File: config.mk
export PLATFORM = sky130hd
export DESIGN_NAME = sdram_read_arbiter
export DESIGN_NICKNAME = d
export VERILOG_FILES = /design/src/rtl/sdram_arb_pkg.sv /design/src/rtl/sdram_burst_seq.sv /design/src/rtl/sdram_read_arbiter.sv
export SDC_FILE = /design/constraint.sdc
export NUM_CORES = 1
export LEC_CHECK = 0
export CAP_MARGIN = 10
export CORE_MARGIN = 1
export CORE_UTILIZATION = 30
export DETAILED_ROUTE_END_ITERATION = 16
export PLACE_DENSITY = 0.62
export REMOVE_ABC_BUFFERS = 1
export SLEW_MARGIN = 0
export SYNTH_ARGS = -nofsm -noshare
export SYNTH_HDL_FRONTEND = slang
export SYNTH_SLANG_ARGS = --single-unit
File: constraint.sdc
create_clock -name SDRAM_CLK -period 3.07 [get_ports SDRAM_CLK]
set_input_delay 0.4605 -clock SDRAM_CLK [delete_from_list [all_inputs] [get_ports SDRAM_CLK]]
set_output_delay 0.4605 -clock SDRAM_CLK [all_outputs]
set_load 0.02 [all_outputs]
File: src/rtl/sdram_arb_pkg.sv
// sdram_arb_pkg: shared state encoding and default widths for the SDRAM read arbiter
package sdram_arb_pkg;
  localparam int DEF_ADDR_W = 24;
  localparam int DEF_DATA_W = 16;
  localparam int DEF_LEN_W = 9;
  localparam int STRIDE_W = 2;
  typedef enum logic [1:0] {IDLE, ISSUE, DRAIN, DONE} arbState_e;
endpackage

File: src/rtl/sdram_burst_seq.sv
// sdram_burst_seq: per-burst address generation, issue/receive counting and data timeout
module sdram_burst_seq
  import sdram_arb_pkg::*;
#(
  parameter int ADDR_W = DEF_ADDR_W,
  parameter int LEN_W = DEF_LEN_W,
  parameter int TIMEOUT = 1024
) (
  input  logic                SDRAM_CLK,
  input  logic                nReset,
  input  logic                load,
  input  logic [ADDR_W-1:0]   loadAddr,
  input  logic [LEN_W-1:0]    loadLen,
  input  logic [STRIDE_W-1:0] loadStride,
  input  logic                issuing,
  input  logic                active,
  input  logic                addressAck,
  input  logic                readDataValid,
  output logic                readReq,
  output logic [ADDR_W-1:0]   address,
  output logic                allIssued,
  output logic                allReceived,
  output logic                wordTaken,
  output logic                timeout
);
  localparam int TO_W = $clog2(TIMEOUT + 1);
  logic [LEN_W-1:0] len, issued, received;
  logic [STRIDE_W-1:0] stride;
  logic [TO_W-1:0] quiet;
  assign readReq = issuing && (issued < len);
  assign allIssued = issued == len;
  assign allReceived = received == len;
  // words beyond the burst length are not ours; the top flags them as stray
  assign wordTaken = active && readDataValid && !allReceived;
  assign timeout = active && !readDataValid && (quiet == TO_W'(TIMEOUT - 1));
  always_ff @(posedge SDRAM_CLK or negedge nReset)
    if (!nReset) begin
      address <= '0;
      len <= '0;
      stride <= '0;
      issued <= '0;
      received <= '0;
      quiet <= '0;
    end else if (load) begin
      address <= loadAddr;
      len <= loadLen;
      stride <= loadStride;
      issued <= '0;
      received <= '0;
      quiet <= '0;
    end else begin
      if (readReq && addressAck) begin
        address <= address + ADDR_W'(stride);
        issued <= issued + LEN_W'(1);
      end
      if (wordTaken) received <= received + LEN_W'(1);
      quiet <= (active && !readDataValid) ? quiet + TO_W'(1) : '0;
    end
endmodule

File: src/rtl/sdram_read_arbiter.sv
// sdram_read_arbiter: two-requester burst read arbiter sharing one SDRAM read port,
// with bounded requester-0 priority and per-burst data routing.
module sdram_read_arbiter
  import sdram_arb_pkg::*;
#(
  parameter int ADDR_W = DEF_ADDR_W,
  parameter int DATA_W = DEF_DATA_W,
  parameter int LEN_W = DEF_LEN_W,
  parameter int MAX_CONSEC = 4,
  parameter int TIMEOUT = 1024
) (
  input  logic                SDRAM_CLK,
  input  logic                nReset,
  input  logic [1:0]          reqValid,
  input  logic [ADDR_W-1:0]   reqAddr0,
  input  logic [ADDR_W-1:0]   reqAddr1,
  input  logic [LEN_W-1:0]    reqLen0,
  input  logic [LEN_W-1:0]    reqLen1,
  input  logic [STRIDE_W-1:0] reqStride0,
  input  logic [STRIDE_W-1:0] reqStride1,
  output logic [1:0]          grant,
  output logic [1:0]          rdValid,
  output logic [DATA_W-1:0]   rdData,
  output logic [1:0]          done,
  output logic                error,
  output logic                readReq,
  output logic [ADDR_W-1:0]   address,
  input  logic                addressAck,
  input  logic                readDataValid,
  input  logic [DATA_W-1:0]   readData
);
  localparam int CNT_W = $clog2(MAX_CONSEC + 2);
  arbState_e state;
  logic owner, pick1, load, allIssued, allReceived, wordTaken, timeout;
  logic [CNT_W-1:0] consec;
  logic [1:0] ownerHot;
  // requester 1 is starved for at most MAX_CONSEC requester-0 bursts
  assign pick1 = reqValid[1] && (!reqValid[0] || consec == CNT_W'(MAX_CONSEC));
  assign load = (state == IDLE) && |reqValid;
  assign ownerHot = owner ? 2'b10 : 2'b01;
  sdram_burst_seq #(
    .ADDR_W(ADDR_W),
    .LEN_W(LEN_W),
    .TIMEOUT(TIMEOUT)
  ) seq (
    .SDRAM_CLK(SDRAM_CLK),
    .nReset(nReset),
    .load(load),
    .loadAddr(pick1 ? reqAddr1 : reqAddr0),
    .loadLen(pick1 ? reqLen1 : reqLen0),
    .loadStride(pick1 ? reqStride1 : reqStride0),
    .issuing(state == ISSUE),
    .active(state == ISSUE || state == DRAIN),
    .addressAck(addressAck),
    .readDataValid(readDataValid),
    .readReq(readReq),
    .address(address),
    .allIssued(allIssued),
    .allReceived(allReceived),
    .wordTaken(wordTaken),
    .timeout(timeout)
  );
  always_ff @(posedge SDRAM_CLK or negedge nReset)
    if (!nReset) begin
      state <= IDLE;
      owner <= 1'b0;
      consec <= '0;
      grant <= '0;
      rdValid <= '0;
      rdData <= '0;
      done <= '0;
      error <= 1'b0;
    end else begin
      grant <= '0;
      done <= '0;
      rdValid <= wordTaken ? ownerHot : 2'b00;
      if (wordTaken) rdData <= readData;
      if (timeout || (readDataValid && !wordTaken)) error <= 1'b1;
      if (!reqValid[1]) consec <= '0;
      case (state)
        IDLE: if (load) begin
          state <= ISSUE;
          owner <= pick1;
          grant <= pick1 ? 2'b10 : 2'b01;
          if (pick1) consec <= '0;
          else if (reqValid[1]) consec <= consec + CNT_W'(1);
        end
        ISSUE: if (timeout) begin
          state <= DONE;
          done <= ownerHot;
        end else if (allIssued) state <= DRAIN;
        DRAIN: if (timeout || allReceived) begin
          state <= DONE;
          done <= ownerHot;
        end
        default: state <= IDLE;
      endcase
    end
endmodule

==> impl_metrics.env <==
export IMPL_startpoint_type="flip-flop"
export IMPL_io_pins=140
export IMPL_worstMarginPinSlew_ps=730
export IMPL_dieArea_sq_um=19100
export IMPL_timing_final_max_slew_violations=0
export IMPL_core_area_sq_um=18100
export IMPL_outcome="complete, but fails checks"
export IMPL_grt_overflow=0
export IMPL_finalCritPeriodShare_pct=93.9
export IMPL_yosysUniqueCellTypes=70
export IMPL_die_h_um=138
export IMPL_wl_per_cell_um=18.2
export IMPL_final_area_sq_um=7580
export IMPL_gp_congestion=0.841
export IMPL_holdWs_ps=160
export IMPL_slew_limit_headroom_pct=51.4
export IMPL_htreeDepth=3
export IMPL_crit_type="flip-flop to output port"
export IMPL_drtIter0Drc=648
export IMPL_cts_clk_slew_worst_paths_ps=70
export IMPL_r2r_start="seq.address[0]"
export IMPL_dpl_hpwl_mm=12.5
export IMPL_grt_pass1_wl_mm=27.4
export IMPL_cp_arrival_ps=2420
export IMPL_ys_top_cells_by_area="dfrtp_1, ha_1, mux2_1"
export IMPL_hold_viol=0
export IMPL_syn_area_per_cell_sq_um=9.66
export IMPL_synth_flop_cell="dfrtp_1"
export IMPL_fmax_ghz=0.347
export IMPL_start_util_pct=30.8
export IMPL_synth_edff_count=0
export IMPL_cts_sinks=93
export IMPL_hold_class="input port to asynchronous set/reset pin"
export IMPL_rsz0062_at_grt="no"
export IMPL_cts_tree="built"
export IMPL_place_ws_ps=423
export IMPL_r2r_end="seq.address[22]"
export IMPL_netlist_area_leader_share_pct=41.7
export IMPL_fin_tns_setup_ps=0
export IMPL_min_period_ps=2880
export IMPL_viasPerCell=5.69
export IMPL_antenna_found_initial=0
export IMPL_nets=825
export IMPL_finClkSkew_ps=10.8
export IMPL_cts_inserted_buffers=9
export IMPL_max_cap_violations=0
export IMPL_num_antenna_cells=0
export IMPL_routed_wirelength_mm=17.2
export IMPL_vias=5381
export IMPL_power_density_nw_per_um2=796
export IMPL_clock_path_buffers=2
export IMPL_async_reset_ff_share_pct=100
export IMPL_post_synth_top_area_cell="dfrtp_1"
export IMPL_grt_max_degree=56
export IMPL_r2r_cells=8
export IMPL_placement_io_buffers=139
export IMPL_fin_util_pct=41.9
export IMPL_critical_path_required_ps=2610
export IMPL_chipWidth_um=138
export IMPL_clk_insertion_delay_late_ps=360
export IMPL_post_cts_buffers=0
export IMPL_cp_startpoint="seq.issued[6]"
export IMPL_grt_usage_pct=17.9
export IMPL_ir_worst_vdd_v=0.000412
export IMPL_grt_pass1_vias=5370
export IMPL_cp_end_kind="output port"
export IMPL_cts_root_buf="clkbuf_16"
export IMPL_syn_inst=577
export IMPL_holdBufCountCts=0
export IMPL_setup_viol=0
export IMPL_first_pass_iters=13
export IMPL_r2r_setup_slack_ps=410
export IMPL_yosysWarnings=0
export IMPL_cp_max_fo=5
export IMPL_ant_nets=0
export IMPL_cts_resized=0
export IMPL_synthToLayoutAreaGrowth_pct=35.9
export IMPL_synth_area_sq_um=5580
export IMPL_drc_errors=8
export IMPL_power_leakage_nw=3.10
export IMPL_rows=49
export IMPL_cp_endpoint="readReq"
export IMPL_synth_seq_cells=93
export IMPL_post_dp_cell_area_sq_um=7280
export IMPL_layout_drive_gt1_share_pct=7.11
export IMPL_setup_slack_ps=187
export IMPL_violations="DRC"
export IMPL_seq_area_frac_synth_pct=41.7
export IMPL_nFillCells=1723
-- kinds of logic (layout without fill, tap and decap cells) --
logic type	count (synthesis)	in the layout	synth area share, %
AOI/OAI and AO/OA	160	160	21.6
xor gates and xnor gates	20	20	3.14
adders and majority gates	21	21	4.85
buffers and inverters	82	222	6.10
DFF	93	93	41.7
muxes	21	21	4.15
and+or+nand+nor	180	180	18.4
-- layer usage --
metal | up-vias | GRT usage, % | wire length [um]
met2 | 201 | 30.2 | 8430
met5 | - | 0 | 0
li1 | 2462 | - | -
met3 | 27 | 2.53 | 911
met4 | 0 | 7.45 | 326
met1 | 2691 | 23.1 | 7530
-- stage by stage --
| stage | power (mW) | std cells |
|---|---|---|
| 2_1_floorplan | 3.61 | 541 |
| 3_3_place_gp | 4.79 | 930 |
| 3_5_place_dp | 4.90 | 930 |
| 4_1_cts | 6.06 | 946 |
| 5_1_grt | 6.41 | 946 |
| 6_report | 6.03 | 946 |
-- cell usage after synthesis, types with 3 or more instances --
cell type / instances
a22oi_1: 11
and2_1: 8
o211a_1: 3
dfrtp_1: 93
a21oi_1: 24
o31a_1: 3
and4_1: 5
nor4_1: 8
nand4_1: 23
nor2_1: 35
xor2_1: 5
buf_2: 20
a222oi_1: 13
nand2b_1: 3
o21ai_1: 7
o31ai_1: 8
inv_1: 44
mux2_1: 17
nor3_1: 13
a211oi_1: 18
nand3_1: 21
or3_1: 7
o311a_1: 3
clkbuf_1: 14
or4_1: 6
a221oi_1: 19
mux2i_1: 4
and3_1: 8
a22o_1: 4
ha_1: 20
a221o_1: 4
nor2b_1: 3
a21o_1: 6
xnor2_1: 15
nand2_1: 24
o21ai_0: 14
-- cell type report --
type                    instances  area [sq um]  area share, %
inverters                      46           173           2.28
clock buffers                   9           225           2.97
well taps                     229           287           3.78
clock inverters                 7          72.6          0.958
multi-input cells             402          2920           38.6
flip-flops and latches         93          2330           30.7
repair buffers                160          1570           20.7
-- placed cells by master, fill, tap and decap left out, types with 5 or more instances in the layout --
cell | netlist | layout
a221oi_1 | 19 | 19
xor2_1 | 5 | 5
a211oi_1 | 18 | 18
a222oi_1 | 13 | 13
ha_1 | 20 | 20
nor4_1 | 8 | 8
or3_1 | 7 | 7
o21ai_0 | 14 | 14
buf_4 | 0 | 20
or4_1 | 6 | 6
nor3_1 | 13 | 13
nand3_1 | 21 | 21
and2_1 | 8 | 7
nand4_1 | 23 | 23
nor2_1 | 35 | 35
nand2_1 | 24 | 24
clkbuf_16 | 0 | 9
a21o_1 | 6 | 6
xnor2_1 | 15 | 15
dfrtp_1 | 93 | 93
and3_1 | 8 | 7
a22oi_1 | 11 | 11
clkdlybuf4s50_1 | 0 | 138
mux2_1 | 17 | 17
o21ai_1 | 7 | 6
inv_1 | 44 | 44
and4_1 | 5 | 5
a21oi_1 | 24 | 24
o31ai_1 | 8 | 8
-- report_power, final --
part	total [mW]	switching, mW	internal (mW)
clock network	1.15	0.511	0.634
registers	1.91	0.336	1.57
logic	2.98	1.62	1.35
total	6.03	2.47	3.56
-- state kept, by name (all words and copies together), names as in the netlist --
signal / flops
error: 1
seq.len: 9
rdData: 16
seq.stride: 2
done: 2
owner: 1
grant: 2
seq.issued: 9
seq.address: 24
seq.received: 9
state: 2
consec: 3
seq.quiet: 11
rdValid: 2
-- worst max-delay path, stage by stage, from the launching register on --
cell             delay (ps)
dfrtp_1                 420
ha_1                    340
a211oi_1                250
o21ai_1                 110
a211o_1                 260
inv_2                    90
clkdlybuf4s50_1         600
-- worst min-delay path by stage --
stage                            start           end
after floorplan                 nReset     consec[0]
after global placement    seq.quiet[0]  seq.quiet[0]
after detailed placement  seq.quiet[0]  seq.quiet[0]
after CTS                       nReset     rdData[6]
after global routing            nReset    rdData[13]
final                           nReset    rdData[10]
(Power assumes the default switching activity.)
